[config.mk]
export PLATFORM = sky130hd
export DESIGN_NAME = text_writer
export DESIGN_NICKNAME = d
export VERILOG_FILES = /design/src/rtl/text_writer_pkg.sv /design/src/rtl/text_writer.sv
export SDC_FILE = /design/constraint.sdc
export NUM_CORES = 1
export LEC_CHECK = 0
export CAP_MARGIN = 5
export CELL_PAD_IN_SITES_DETAIL_PLACEMENT = 1
export CELL_PAD_IN_SITES_GLOBAL_PLACEMENT = 1
export CORE_AREA = 2 2 99 101
export DETAILED_ROUTE_END_ITERATION = 10
export DIE_AREA = 0 0 101 103
export PLACE_DENSITY_LB_ADDON = 0.1
export SLEW_MARGIN = 20
export SYNTH_ARGS = -nofsm -noshare
export SYNTH_HDL_FRONTEND = slang
export SYNTH_SLANG_ARGS = --single-unit
[constraint.sdc]
create_clock -name clk_i -period 3.7 [get_ports clk_i]
set_clock_uncertainty 0.15 [all_clocks]
set_input_delay 0.37 -clock clk_i [delete_from_list [all_inputs] [get_ports clk_i]]
set_output_delay 0.37 -clock clk_i [all_outputs]
set_load 0.01 [all_outputs]
[src/rtl/text_writer_pkg.sv]
// Shared text-mode definitions: screen geometry defaults, control codes and
// writer states, used by the writer, the pixel-side generator and the VRAM.
package text_writer_pkg;

  localparam int unsigned DEF_COLS     = 80;
  localparam int unsigned DEF_ROWS     = 60;
  localparam logic [7:0]  DEF_CLR_CHAR = 8'h20;

  localparam logic [7:0] CHR_BS = 8'h08;
  localparam logic [7:0] CHR_LF = 8'h0A;
  localparam logic [7:0] CHR_FF = 8'h0C;
  localparam logic [7:0] CHR_CR = 8'h0D;

  localparam logic [7:0] CHR_FIRST_PRINTABLE = 8'h20;

  typedef enum logic [1:0] {
    CLR_SCREEN,
    CLR_LINE,
    IDLE
  } state_t;

endpackage

[src/rtl/text_writer.sv]
// Character-stream writer: accepts bytes, tracks the cursor, and writes
// character ordinals or clear fills into the text VRAM, one cell per cycle.
module text_writer
  import text_writer_pkg::*;
#(
  parameter  int unsigned COLS     = DEF_COLS,
  parameter  int unsigned ROWS     = DEF_ROWS,
  parameter  logic [7:0]  CLR_CHAR = DEF_CLR_CHAR,
  localparam int unsigned ADDR_W   = $clog2(COLS * ROWS),
  localparam int unsigned CW       = $clog2(COLS),
  localparam int unsigned RW       = $clog2(ROWS)
) (
  input  logic              clk_i,
  input  logic              rst_i,
  input  logic [7:0]        chr_i,
  input  logic              chr_valid_i,
  output logic              chr_ready_o,
  output logic              vram_we_o,
  output logic [ADDR_W-1:0] vram_addr_o,
  output logic [7:0]        vram_data_o,
  output logic [CW-1:0]     cursor_col_o,
  output logic [RW-1:0]     cursor_row_o
);

  localparam logic [CW-1:0]     LAST_COL   = CW'(COLS - 1);
  localparam logic [RW-1:0]     LAST_ROW   = RW'(ROWS - 1);
  localparam logic [ADDR_W-1:0] LAST_CELL  = ADDR_W'(COLS * ROWS - 1);
  localparam logic [ADDR_W-1:0] LAST_COL_A = ADDR_W'(COLS - 1);
  localparam logic [ADDR_W-1:0] COLS_A     = ADDR_W'(COLS);

  state_t              state_q, state_d;
  logic [ADDR_W-1:0]   clr_cnt_q, clr_cnt_d;
  logic [CW-1:0]       col_q, col_d;
  logic [RW-1:0]       row_q, row_d;
  logic [ADDR_W-1:0]   row_base_q, row_base_d;
  logic                we_q, we_d;
  logic [ADDR_W-1:0]   addr_q, addr_d;
  logic [7:0]          data_q, data_d;

  logic                row_wrap;
  logic [RW-1:0]       nxt_row;
  logic [ADDR_W-1:0]   nxt_base;

  // Row advance is circular; row_base tracks row*COLS by addition only.
  assign row_wrap = (row_q == LAST_ROW);
  assign nxt_row  = row_wrap ? '0 : row_q + RW'(1);
  assign nxt_base = row_wrap ? '0 : row_base_q + COLS_A;

  always_comb begin
    state_d    = state_q;
    clr_cnt_d  = clr_cnt_q;
    col_d      = col_q;
    row_d      = row_q;
    row_base_d = row_base_q;
    we_d       = 1'b0;
    addr_d     = addr_q;
    data_d     = data_q;

    unique case (state_q)
      CLR_SCREEN: begin
        we_d   = 1'b1;
        addr_d = clr_cnt_q;
        data_d = CLR_CHAR;
        if (clr_cnt_q == LAST_CELL) begin
          state_d   = IDLE;
          clr_cnt_d = '0;
        end else begin
          clr_cnt_d = clr_cnt_q + ADDR_W'(1);
        end
      end

      CLR_LINE: begin
        we_d   = 1'b1;
        addr_d = row_base_q + clr_cnt_q;
        data_d = CLR_CHAR;
        if (clr_cnt_q == LAST_COL_A) begin
          state_d   = IDLE;
          clr_cnt_d = '0;
        end else begin
          clr_cnt_d = clr_cnt_q + ADDR_W'(1);
        end
      end

      IDLE: begin
        if (chr_valid_i) begin
          if (chr_i >= CHR_FIRST_PRINTABLE) begin
            we_d   = 1'b1;
            addr_d = row_base_q + ADDR_W'(col_q);
            data_d = chr_i;
            if (col_q == LAST_COL) begin
              col_d      = '0;
              row_d      = nxt_row;
              row_base_d = nxt_base;
              clr_cnt_d  = '0;
              state_d    = CLR_LINE;
            end else begin
              col_d = col_q + CW'(1);
            end
          end else begin
            case (chr_i)
              CHR_LF: begin
                row_d      = nxt_row;
                row_base_d = nxt_base;
                clr_cnt_d  = '0;
                state_d    = CLR_LINE;
              end
              CHR_CR: col_d = '0;
              CHR_BS: begin
                if (col_q != '0) col_d = col_q - CW'(1);
              end
              CHR_FF: begin
                col_d      = '0;
                row_d      = '0;
                row_base_d = '0;
                clr_cnt_d  = '0;
                state_d    = CLR_SCREEN;
              end
              default: ;
            endcase
          end
        end
      end

      default: begin
        state_d   = CLR_SCREEN;
        clr_cnt_d = '0;
      end
    endcase
  end

  always_ff @(posedge clk_i) begin
    if (rst_i) begin
      state_q    <= CLR_SCREEN;
      clr_cnt_q  <= '0;
      col_q      <= '0;
      row_q      <= '0;
      row_base_q <= '0;
      we_q       <= 1'b0;
      addr_q     <= '0;
      data_q     <= '0;
    end else begin
      state_q    <= state_d;
      clr_cnt_q  <= clr_cnt_d;
      col_q      <= col_d;
      row_q      <= row_d;
      row_base_q <= row_base_d;
      we_q       <= we_d;
      addr_q     <= addr_d;
      data_q     <= data_d;
    end
  end

  assign chr_ready_o  = (state_q == IDLE);
  assign vram_we_o    = we_q;
  assign vram_addr_o  = addr_q;
  assign vram_data_o  = data_q;
  assign cursor_col_o = col_q;
  assign cursor_row_o = row_q;

endmodule

### After elaboration in Yosys (flattened, before gate mapping)

Cells that the tools add are included.

* bits in registers: 63
* latch bits: 0
* bits in writable memories: 0
* ROM bits: 0
* bits of input ports: 11
* output and inout port bits: 36
* logic and storage cells: 85
* memories: 0

* add/sub/neg operators: 7
* multiply operators: 0
* divide/modulo/power cells: 0
* order comparisons: 1
* equal/unequal tests: 19
* shifts and indexed selects: 0
* muxes and demuxes: 35
* bitwise logic cells: 0
* reduce and logical (&&, ||, !) cells: 15

Operators by type and width (number)
* $mux W13: 11
* $pmux W13 S3: 2
* $eq A8 B4 Y1 const B: 4
* $pmux W13 S2: 1
* $mux W7: 3
* $mux W6: 3
* $mux W8: 2
* $pmux W8 S2: 1
* $pmux W7 S2: 1
* $add A13 B1 Y13 const B: 1
* $add A13 B13 Y13: 1
* $add A13 B7 Y13: 1
* $add A13 B7 Y13 const B: 1
* $eq A13 B13 Y1 const B: 1
* $eq A13 B7 Y1 const B: 1
* $pmux W6 S2: 1
* $mux W2: 5
* $reduce_and A3 Y1: 3
* $reduce_bool A3 Y1: 3
* $ge A8 B6 Y1 const B: 1
* $reduce_and A4 Y1: 2
* $add A7 B1 Y7 const B: 1
* $eq A7 B7 Y1 const B: 1
* $reduce_bool A7 Y1: 1
* other kinds (18): 25

### Logic depth before layout (Yosys ltp)

* depth in word-level cells: 6
* depth in mapped cells: 13
* mapped depth without buffers: 12

### Worst setup path before layout

OpenSTA, ideal clock, no wires.

* path kind: register -> register
* from: register state_q[0]
* to: register addr_q[10] (netlist: vram_addr_o[10])
* library setup time: 0.142 ns
* data arrival time: 2.664 ns
* data required time: 3.408 ns
* setup slack: 0.744 ns
* stages on the path, launching flop included: 12
* path buffers: 1
* clock period less this slack: 2.956 ns
* cell sequence: dfxtp_1 > inv_1 > ha_1 > clkbuf_1 > mux2_2 > ha_1 > a21o_1 > a31o_2 > a21oi_1 > nand2b_1 > mux2i_1 > a311oi_1

* longest elaborated chain between the ends: 3
* elaborated cells between the ends (all ways): 8
* those cells by class: 4 x eq/ne; 1 x mux; 3 x reduce/logical

Ends and longest elaborated chain
* start: declaration: line text_writer.sv:31 `state_t state_q, state_d;`
* start signal: assignment: line text_writer.sv:142 `state_q <= state_d;`
* $eq A2 B2 Y1 (*)
* via chr_ready_o: line text_writer.sv:17 `output logic chr_ready_o,`
* $ne A2 B1 Y1 (no line) (tied with other cells)
* $reduce_and A3 Y1 (no line)
* end signal: assignment: line text_writer.sv:148 `addr_q <= addr_d;`
* end: declaration: line text_writer.sv:37 `logic [ADDR_W-1:0] addr_q, addr_d;`

The timed path passes the listed nets; every way through them passes the cells marked *.
A chain may end at the register's enable or synchronous reset.

### Worst setup path after layout

* from: register state_q[0]
* to: register addr_q[10] (netlist: vram_addr_o[10])

* longest elaborated chain between the ends: 3
* elaborated cells between the ends (all ways): 8
* those cells by class: 4 x eq/ne; 1 x mux; 3 x reduce/logical

Ends and longest elaborated chain
* $eq A2 B2 Y1 (tied with other cells): line text_writer.sv:59 `unique case (state_q)`
* $ne A2 B1 Y1 (no line) (tied with other cells)
* $reduce_and A3 Y1 (no line)

Several ways; a longest one is shown, not always the timed one.

==> metrics.md <==
| Metric | Value |
|---|---|
| H-Tree Depth | `3` |
| Ports | `47` |
| Synth Register Bits | `63` |
| Setup ws final | `473 ps` |
| Setup TNS | `0 ps` |
| Synth cell count leaders | `nor2_1 (66), dfxtp_1 (63), a21oi_1 (32)` |
| Sequential cell area | `1260 um2` |
| Vias in the first global route | `3,529` |
| WL final | `10.6 mm` |
| Die Ht | `103 um` |
| Worst-Skew Late Latency | `350 ps` |
| CP Capture Type | `flop` |
| Routed via count | `3,489` |
| DP HPWL | `7.81 mm` |
| GRT Util Overall | `0.214` |
| Synth top area share | `0.330` |
| Clk buf depth | `2` |
| Synth Cell Area | `3820 um2` |
| Fill count | `1,159` |
| NumNets Final | `538` |
| Antenna Nets Post-Route | `0` |
| Hold Buf Count CTS | `0` |
| Most frequent cell after synthesis | `nor2_1` |
| CP max FO | `11` |
| Run status | `finished, final reports clean` |
| CTS buffer count | `9` |
| Worst-Margin Slew | `827 ps` |
| Crit path required time | `3810 ps` |
| Final Critical Period | `3230 ps` |
| Sequential element share of the synthesized area | `0.330` |
| Port Buffers | `46` |
| Number of enable flip-flop cells after synthesis | `0` |
| Ant diodes | `0` |
| Util after Layout | `0.484` |
| CTS tree | `done` |
| Post-CTS Setup Inserts | `0` |
| DRC viols | `0` |
| Core area | `9460 um2` |
| Drt wl/cell | `17.0 um` |
| Largest area contributor in the netlist | `dfxtp_1` |
| Startpoint Class | `flop` |
| Layout cells sized above 1 | `0.0711` |
| Unrepaired setup endpoints after global routing | `no` |
| Initial core utilization | `0.404` |
| Synth warn | `0` |
| Avg Cell Area, Syn | `8.31 um2` |
| Total grt overflow | `0` |
| Mapped Nets | `496` |
| Clk root buf | `clkbuf_8` |
| Die W | `101 um` |
| Tcrit/Tclk final | `0.872` |
| Final Hold Vio Count | `0` |
| VDD IR-drop max | `0.135 mV` |
| Critical path class | `flop to flop` |
| Final setup vio count | `0` |
| Fmax | `0.310 GHz` |
| Area of the multi-input gates | `2410 um2` |
| DP Worst Slack | `496 ps` |
| Initial DRT Pass Iterations | `4` |
| First-pass GRT wire length | `17.5 mm` |
| Largest net degree at the start of global routing | `23` |
| Cts repair resizes | `0` |
| Number of DRC markers in iteration 0 | `112` |
| Hold Path Class | `flop to flop` |
| GPL Wtd Cong | `0.885` |
| Row cnt | `36` |
| Mapped Cells | `460` |
| Antenna violations before repair | `0` |
| Relative slew slack | `0.448` |
| Routed vias/inst | `5.63` |
| FFs w/ async S/R, synth | `0` |
| Top FF cell, synth | `dfxtp_1` |
| Synth unique cells | `59` |
| PD cells | `301 nW/um2` |
| Clk pin slew, worst setup/hold paths | `70 ps` |
| Layout area overhead | `19.7%` |
| Number of max-cap violations | `0` |
| Static leakage | `1.74 nW` |
| Critical Path AT | `3340 ps` |
| Die area | `10,400 um2` |
| Largest cells by area after synthesis | `dfxtp_1 (33%), ha_1 (7.9%), nor2_1 (6.5%)` |
| Max Slew Vio Count | `0` |
| Num Clock Sinks | `63` |
layout by cell type, fill, tap and decap left out, types with 2 or more instances in the layout:
| master | instances |
|---|---|
| o211ai_1 | 3 |
| o22ai_1 | 4 |
| nor2b_1 | 9 |
| nor3_1 | 9 |
| a31oi_1 | 2 |
| nor2_1 | 66 |
| and4_1 | 2 |
| a211oi_1 | 14 |
| dfxtp_1 | 63 |
| a311oi_1 | 2 |
| a221oi_1 | 2 |
| nor3b_1 | 6 |
| buf_4 | 6 |
| nand4_1 | 13 |
| xnor2_1 | 17 |
| a32oi_1 | 2 |
| nand3b_1 | 2 |
| nand2_1 | 27 |
| o31ai_1 | 3 |
| and3_1 | 5 |
| clkdlybuf4s50_1 | 46 |
| nand2b_1 | 7 |
| a21oi_1 | 31 |
| and2_1 | 2 |
| nand3_1 | 11 |
| ha_1 | 24 |
| a22oi_1 | 9 |
| o21ai_0 | 15 |
| mux2_2 | 8 |
| clkbuf_8 | 11 |
| inv_1 | 15 |
| mux2i_1 | 12 |
| or2_2 | 2 |
| or3_1 | 7 |
| a21o_1 | 9 |
| nand4b_1 | 2 |
| xor2_1 | 13 |
path summary, 6_finish.rpt:
check | startpoint | cells after the start | end | slack, ps
worst max-delay path | state_q[0] | 12 | vram_addr_o[10] | 470
worst min-delay path | row_base_q[0] | 2 | row_base_q[0] | 290
worst max register to register | state_q[0] | 12 | vram_addr_o[10] | 470
worst min register to register | row_base_q[0] | 2 | row_base_q[0] | 290
stage by stage:
stage | hold slack [ps] | instance area, um2 | total power, mW | std cells
floorplan | 263 | 3820 | 0.741 | 460
global placement | 280 | 4380 | 0.774 | 605
detailed placement | 286 | 4380 | 0.776 | 605
CTS | 295 | 4580 | 1.40 | 620
global route | 315 | 4580 | 1.44 | 620
finish | 292 | 4580 | 1.38 | 620
registers in the layout (all words and copies together), names as in the netlist:
name and count:
vram_addr_o 13, state_q 2, cursor_col_o 7, vram_we_o 1
cursor_row_o 6, clr_cnt_q 13, row_base_q 13, vram_data_o 8
where the power goes:
group	internal (mW)	switching [mW]
logic	0.0313	0.0386
registers	0.683	0.00620
clock network	0.343	0.273
metal layers:
metal  vias to the layer above  part of all wire  GRT usage
met2                        40              0.48      0.363
met5                         -                 0          0
met4                         0             0.011     0.0593
met3                        14             0.020     0.0353
li1                       1731                 -          -
met1                      1704              0.49      0.281
worst max-delay path, cell delays in order, from the launching register on:
cell	delay, ps
dfxtp_1	340
inv_1	110
ha_1	440
mux2_2	240
ha_1	150
inv_1	60
fa_1	400
nand2b_1	160
a21oi_1	260
a21oi_1	210
nand2b_1	210
mux2i_1	130
a311oi_1	270
layout make-up:
class | count | share of cell area
Multi-Input combinational cell | 361 | 0.527
Sequential cell | 63 | 0.276
Timing Repair Buffer | 52 | 0.110
Clock buffer | 12 | 0.0339
Tap cell | 114 | 0.0312
Inverter | 15 | 0.0123
Clock inverter | 3 | 0.00930
cell families (layout without fill, tap and decap cells):
kind of cell / after synthesis / after routing / share of synthesized area
AOI/OAI and AO/OA: 105 / 105 / 0.179
xor gates and xnor gates: 30 / 30 / 0.0687
adders and majority gates: 25 / 25 / 0.0838
buffers and inverters: 36 / 82 / 0.0399
DFF: 63 / 63 / 0.330
muxes: 20 / 20 / 0.0550
and+or+nand+nor: 181 / 181 / 0.244
No activity file was read; power rests on OpenSTA's default activity.
